[config.mk]
export PLATFORM = sky130hd
export DESIGN_NAME = sevenseg_scan_driver
export DESIGN_NICKNAME = d
export VERILOG_FILES = /design/src/rtl/sevenseg_scan_driver.sv
export SDC_FILE = /design/constraint.sdc
export NUM_CORES = 1
export LEC_CHECK = 0
export ABC_CLOCK_PERIOD_IN_PS = 3650
export CAP_MARGIN = 10
export CORE_MARGIN = 2
export CORE_UTILIZATION = 30
export CTS_BUF_LIST = sky130_fd_sc_hd__clkbuf_16
export DETAILED_ROUTE_END_ITERATION = 7
export GPL_ROUTABILITY_DRIVEN = 0
export PLACE_DENSITY = 0.46
export SYNTH_ARGS = -nofsm -noshare
export SYNTH_HDL_FRONTEND = slang
export SYNTH_SLANG_ARGS = --single-unit
[constraint.sdc]
create_clock -name CLK -period 3.65 [get_ports CLK]
set_input_delay 0.5475 -clock CLK [delete_from_list [all_inputs] [get_ports CLK]]
set_output_delay 0.5475 -clock CLK [all_outputs]
set_load 0.03 [all_outputs]
[src/rtl/sevenseg_scan_driver.sv]
// ---------------------------------------------------------------------------
// sevenseg_scan_driver
//
// Purpose:
//   Multiplexed N-digit 7-segment driver for a common-anode display.
//   A packed word of nibbles is captured into a shadow register on a LOAD
//   strobe. A free-running scan visits one digit per REFRESH_DIV cycles. The
//   first GUARD cycles of every slot keep all anodes off so the previous
//   digit's segments cannot ghost onto the next digit. Each nibble is shown
//   as hex (MODE=0) or as a 4-bit two's complement value (MODE=1). In MODE=1
//   a negative nibble shows its magnitude with the decimal point lit.
//   Optional leading-zero blanking is available. Digit 0 is never blanked.
//
// Ports:
//   CLK        in   system clock, rising edge
//   RST        in   synchronous reset, active-high
//   LOAD       in   1-cycle strobe: capture DATA, MODE, BLANK_EN into shadow
//   MODE       in   0 = unsigned hex, 1 = per-nibble two's complement
//   BLANK_EN   in   1 = blank leading zero digits
//   DATA       in   nibble k drives digit k (digit 0 least significant)
//   SEG        out  {a,b,c,d,e,f,g}, active-low, registered
//   DP         out  decimal point, active-low, registered
//   AN         out  digit enables, active-low, at most one low, registered
//   DIGIT_TICK out  one-cycle pulse marking the start of each digit slot
//
// All outputs are registered from the pre-edge scan state and shadow
// contents, so they lag the internal state by one cycle.
// ---------------------------------------------------------------------------
module sevenseg_scan_driver #(
  parameter int NUM_DIGITS  = 4,
  parameter int REFRESH_DIV = 50000,
  parameter int GUARD       = 16
) (
  input  logic                      CLK,
  input  logic                      RST,
  input  logic                      LOAD,
  input  logic                      MODE,
  input  logic                      BLANK_EN,
  input  logic [4*NUM_DIGITS-1:0]   DATA,
  output logic [6:0]                SEG,
  output logic                      DP,
  output logic [NUM_DIGITS-1:0]     AN,
  output logic                      DIGIT_TICK
);

  // -------------------------------------------------------------------------
  // Derived widths and constants
  // -------------------------------------------------------------------------
  localparam int CNT_W = (REFRESH_DIV > 1) ? $clog2(REFRESH_DIV) : 1;
  localparam int IDX_W = (NUM_DIGITS > 1) ? $clog2(NUM_DIGITS) : 1;

  localparam logic [CNT_W-1:0] CNT_MAX = CNT_W'(REFRESH_DIV - 1);
  localparam logic [CNT_W-1:0] GUARD_C = CNT_W'(GUARD);
  localparam logic [IDX_W-1:0] IDX_MAX = IDX_W'(NUM_DIGITS - 1);

  localparam logic [6:0] SEG_OFF = 7'h7F;

  // -------------------------------------------------------------------------
  // Hex glyph table, active-low {a,b,c,d,e,f,g}
  // -------------------------------------------------------------------------
  function automatic logic [6:0] hex_glyph(input logic [3:0] v);
    logic [6:0] g;
    case (v)
      4'h0:    g = 7'b0000001;
      4'h1:    g = 7'b1001111;
      4'h2:    g = 7'b0010010;
      4'h3:    g = 7'b0000110;
      4'h4:    g = 7'b1001100;
      4'h5:    g = 7'b0100100;
      4'h6:    g = 7'b0100000;
      4'h7:    g = 7'b0001111;
      4'h8:    g = 7'b0000000;
      4'h9:    g = 7'b0000100;
      4'hA:    g = 7'b0001000;
      4'hB:    g = 7'b1100000;
      4'hC:    g = 7'b0110001;
      4'hD:    g = 7'b1000010;
      4'hE:    g = 7'b0110000;
      default: g = 7'b0111000;  // F
    endcase
    return g;
  endfunction

  // -------------------------------------------------------------------------
  // State
  // -------------------------------------------------------------------------
  logic [4*NUM_DIGITS-1:0] shadow_data_reg;
  logic                    shadow_mode_reg;
  logic                    shadow_blank_reg;

  logic [CNT_W-1:0]        cnt_reg,  cnt_next;
  logic [IDX_W-1:0]        idx_reg,  idx_next;

  logic [6:0]              seg_reg,  seg_next;
  logic                    dp_reg,   dp_next;
  logic [NUM_DIGITS-1:0]   an_reg,   an_next;
  logic                    tick_reg, tick_next;

  // -------------------------------------------------------------------------
  // Per-digit decode
  //
  // Every digit is decoded in parallel from the shadow. The scan index then
  // picks one. This keeps the decode independent of the scan position, so a
  // LOAD mid-slot shows up on the very next output update.
  // -------------------------------------------------------------------------
  logic [6:0] digit_seg [NUM_DIGITS];
  logic       digit_dp  [NUM_DIGITS];

  genvar gi;
  generate
    for (gi = 0; gi < NUM_DIGITS; gi++) begin : g_digit
      logic [3:0] nib;
      logic       neg;
      logic [3:0] mag;
      logic       upper_zero;
      logic       blank;

      assign nib = shadow_data_reg[4*gi +: 4];

      // In signed mode, nibbles 8..F are negative. Their magnitude is 16 - n,
      // which is 8 for 4'h8, so it still fits in four bits.
      assign neg = shadow_mode_reg & nib[3];
      assign mag = neg ? (4'd0 - nib) : nib;

      // This nibble and every nibble above it are zero.
      assign upper_zero = ((shadow_data_reg >> (4*gi)) == '0);

      if (gi == 0) begin : g_no_blank
        assign blank = 1'b0;
      end else begin : g_blank
        assign blank = shadow_blank_reg & upper_zero;
      end

      assign digit_seg[gi] = blank ? SEG_OFF : hex_glyph(mag);
      assign digit_dp[gi]  = blank ? 1'b1    : ~neg;
    end
  endgenerate

  // -------------------------------------------------------------------------
  // Scan counter next-state
  // -------------------------------------------------------------------------
  always_comb begin
    cnt_next = cnt_reg;
    idx_next = idx_reg;
    if (cnt_reg == CNT_MAX) begin
      cnt_next = '0;
      idx_next = (idx_reg == IDX_MAX) ? '0 : idx_reg + 1'b1;
    end else begin
      cnt_next = cnt_reg + 1'b1;
    end
  end

  // -------------------------------------------------------------------------
  // Output next-values, all taken from the pre-edge state
  // -------------------------------------------------------------------------
  logic guard_done;
  assign guard_done = (cnt_reg >= GUARD_C);

  generate
    for (gi = 0; gi < NUM_DIGITS; gi++) begin : g_anode
      // Only the selected digit is driven low, and only after the guard band.
      assign an_next[gi] = ~(guard_done && (idx_reg == IDX_W'(gi)));
    end
  endgenerate

  always_comb begin
    seg_next = SEG_OFF;
    dp_next  = 1'b1;
    for (int k = 0; k < NUM_DIGITS; k++) begin
      if (idx_reg == IDX_W'(k)) begin
        seg_next = digit_seg[k];
        dp_next  = digit_dp[k];
      end
    end
  end

  // The tick is registered from the last count of a slot. It is therefore
  // high during the cycle in which the counter reads zero.
  assign tick_next = (cnt_reg == CNT_MAX);

  // -------------------------------------------------------------------------
  // Registers
  // -------------------------------------------------------------------------
  always_ff @(posedge CLK) begin
    if (RST) begin
      shadow_data_reg  <= '0;
      shadow_mode_reg  <= 1'b0;
      shadow_blank_reg <= 1'b0;
      cnt_reg          <= '0;
      idx_reg          <= '0;
      seg_reg          <= SEG_OFF;
      dp_reg           <= 1'b1;
      an_reg           <= '1;
      tick_reg         <= 1'b0;
    end else begin
      // LOAD touches only the shadow. The scan keeps running undisturbed.
      if (LOAD) begin
        shadow_data_reg  <= DATA;
        shadow_mode_reg  <= MODE;
        shadow_blank_reg <= BLANK_EN;
      end
      cnt_reg  <= cnt_next;
      idx_reg  <= idx_next;
      seg_reg  <= seg_next;
      dp_reg   <= dp_next;
      an_reg   <= an_next;
      tick_reg <= tick_next;
    end
  end

  assign SEG        = seg_reg;
  assign DP         = dp_reg;
  assign AN         = an_reg;
  assign DIGIT_TICK = tick_reg;

endmodule
==> run_results.csv <==
group,metric,value,unit
run_status,status,"finished, final reports clean",
yosys,ys_seq_area_share,29.75,%
yosys,synthTopCellsByArea,"dfxtp_1 30%, ha_1 9.1%, mux2i_1 6.7%",
yosys,synth_nets,444,
global_routing,overflow,0,
sta,period_share,73.94,%
worst_hold_path,min_to,"cnt_reg[0]$_SDFF_PP0_",
clock_tree,clk_latency,0.29,ns
critical_path,slowest_stage,"xor2_1",
cells_and_area,final_area,3862,um^2
pwr,ir_drop,0.0002041,V
place,port_buffers,33,
worst_hold_path,whs_path_depth,1,
pwr,clkPwrFrac,36.5,%
pwr,power_density,344.8,nW/um^2
floorplanning,rows,38,
critical_path,crit_family,"XOR/XNOR gates",
global_routing,antenna_found_initial,0,
pwr,pwr-share-seq,44.9,%
cells_and_area,area_delta_synth_final,17.15,%
place,placed_area,3712,um^2
clock_tree,h-tree-depth,2,
critical_path,path_buf_inv,1,
cells_and_area,mostFrequentLayoutCell,"dfxtp_1",
floorplanning,core_area,10790,um^2
critical_path,rr_endpoint,"SEG[3]$_SDFF_PP1_",
pwr,p_comb_share,18.6,%
sta,tightest_slew,0.7802,ns
floorplanning,initial_utilization,30.55,%
routing,drc,0,
global_routing,grt_max_degree,20,
yosys,synth_area_per_cell,8.263,um^2
routing,drtIter0Drc,201,
global_routing,grt_pass1_vias,2720,
yosys,synth_cells,399,
floorplanning,dieArea,11840,um^2
floorplanning,pin_count,34,
floorplanning,die_height,108.8,um
routing,drt.antenna.violating_nets,0,
cells_and_area,fin_nets,469,
sta,finalWorstSetupSlack,0.9511,ns
cells_and_area,diodes,0,
yosys,synth.distinct_cells,60,
routing,vias,2890,
place,dpl_worst_slack,1.037,ns
sta,rsz0062_at_grt,"no",
yosys,synth_area,3297,um^2
yosys,ys_ff_latch,49,
sta,tns,0,ns
clock_tree,numCtsBuffers,5,
clock_tree,cts_tree,"done",
yosys,synth.top_cell.area_share,29.75,%
critical_path,cp_max_fo,12,
routing,routed_wl,8340,um
global_routing,grt_pass1_wl,13280,um
job,max_cap_viol_count,0,
critical_path,worstReg2RegStart,"shadow_data_reg[8]$_SDFFE_PP0P_",
clock_tree,cts-root-buf,"clkbuf_16",
cells_and_area,layout_common_cells,"49 x dfxtp_1, 48 x nor2_1, 44 x nand2_1, 33 x clkdlybuf4s50_1, 24 x ha_1",
critical_path,endpoint_kind,"register",
yosys,synth_edf_count,0,
pwr,sw_frac_of_total,30.18,%
routing,drt-vias-per-instance,5.115,
yosys,synthArstFlopShare,0,%
critical_path,cp.required,3.81,ns
clock_tree,cts_buffer_depth,2,
critical_path,crit_arrival,2.86,ns
sta,skew,0.007766,ns
cells_and_area,drive_gt1_share,6.118,%
critical_path,cp_slowest_stage_delay,0.65,ns
place,numPlacedInstances,557,
clock_tree,cts_setup_buffers,0,
clock_tree,cts_hold_buf,0,
cells_and_area,final_util,35.79,%
routing,drt_first_pass_iters,5,
sta,maxSlewHeadroom,47.81,%
sta,finalSetupViolCount,0,
worst_hold_path,min_path_type,"reg -> reg",
routing,wl_per_cell,14.76,um
place,place_hpwl,6259,um
critical_path,rr_worst_depth,8,
sta,slew_viol_final,0,
critical_path,cp_cell_sequence,"inv_1 -> ha_1 -> nand3b_1 -> xor2_1 -> nand2b_1 -> o21ai_0 -> a311oi_1 -> o32ai_1",
cells_and_area,final_cells,565,
clock_tree,post_cts_resized,0,
yosys,ys.flop_type,"dfxtp_1",
yosys,ys.warnings.count,0,
clock_tree,clkTransAtPathRegs,0.08,ns
critical_path,path_class,"reg -> reg",
critical_path,r2r_slack,0.95,ns
pwr,p_int,0.9299,mW
sta,post-route-min-period,2.699,ns
sta,clock.fmax,370.5,MHz
floorplanning,die_w,108.8,um
global_routing,grt_usage,14.25,%
sta,finalHoldViolCount,0,
pwr,power_leakage,1.490,nW
critical_path,start_kind,"register",
worst_hold_path,min-delay-start,"cnt_reg[0]$_SDFF_PP0_",
yosys,yosysTopAreaCell,"dfxtp_1",
pwr,power_switching,0.4019,mW
clock_tree,clkSinkCount,49,
-- worst register-to-register path, stage by stage (launching register included) --
cell	delay (ns)
dfxtp_1	0.50
inv_1	0.16
ha_1	0.25
nand3b_1	0.18
xor2_1	0.65
nand2b_1	0.21
o21ai_0	0.11
a311oi_1	0.36
o32ai_1	0.13
-- layer usage --
metal  track usage (%)  vias up  wire [um]
met5                 0        -          0
met4             5.037        0        157
met3             2.451       12        291
met2             23.04       49       3750
met1             19.10     1355       4140
li1                  -     1474          -
-- cells by family (layout without fill, tap and decap cells) --
kind of cell	Yosys count	count (layout)	share of synthesized area, %
adders and majority gates	24	24	9.108
buffers and inverters	36	62	5.578
xor gates and xnor gates	21	21	6.034
AOI/OAI and AO/OA	92	92	18.45
DFF	49	49	29.75
muxes	25	25	8.728
and+or+nand+nor	152	152	22.35
-- power groups by stage --
stage / Sequential, mW / Clock (mW) / Combinational [mW]
CTS: 0.598 / 0.503 / 0.249
floorplan: 0.608 / 0 / 0.167
finish: 0.598 / 0.486 / 0.248
global placement: 0.611 / 0 / 0.250
detailed placement: 0.610 / 0 / 0.247
global route: 0.603 / 0.520 / 0.272
-- cell type report --
type / count / area [um^2]
timing repair buffer: 37 / 360.3
sequential: 49 / 980.9
clock buffer: 5 / 125.1
clock inverter: 3 / 25.02
fill: 1113 / 6930
tap: 140 / 175.2
multi-input combinational: 314 / 2132
inverter: 17 / 63.81
-- worst max path at each step --
| stage | startpoint | to | slack [ns] | cells after the start |
|---|---|---|---|---|
| floorplan | shadow_data_reg[5]$_SDFFE_PP0P_ | SEG[5]$_SDFF_PP1_ | 1.51 | 9 |
| global placement | shadow_data_reg[8]$_SDFFE_PP0P_ | SEG[3]$_SDFF_PP1_ | 1.00 | 8 |
| detailed placement | shadow_data_reg[8]$_SDFFE_PP0P_ | SEG[3]$_SDFF_PP1_ | 1.04 | 8 |
| CTS | shadow_data_reg[8]$_SDFFE_PP0P_ | SEG[3]$_SDFF_PP1_ | 1.01 | 8 |
| global route | shadow_data_reg[8]$_SDFFE_PP0P_ | SEG[3]$_SDFF_PP1_ | 0.70 | 8 |
| finish | shadow_data_reg[8]$_SDFFE_PP0P_ | SEG[3]$_SDFF_PP1_ | 0.95 | 8 |
-- through the flow --
step | total power, mW | hold slack (ns)
floorplan | 0.7747 | 0.4410
global placement | 0.8611 | 0.4703
detailed placement | 0.8573 | 0.4732
CTS | 1.350 | 0.4916
global route | 1.395 | 0.5158
finish | 1.332 | 0.4894
-- synth_stat cells, types with 7 or more instances --
library cell	count
dfxtp_1	49
nor2_1	48
nand2_1	44
ha_1	24
a21oi_1	22
mux2i_1	22
o21ai_0	18
inv_1	16
nand3_1	12
xnor2_1	10
o22ai_1	9
xor2_1	9
buf_2	7
nand3b_1	7
Note: power is estimated with default switching activity, not from simulation.
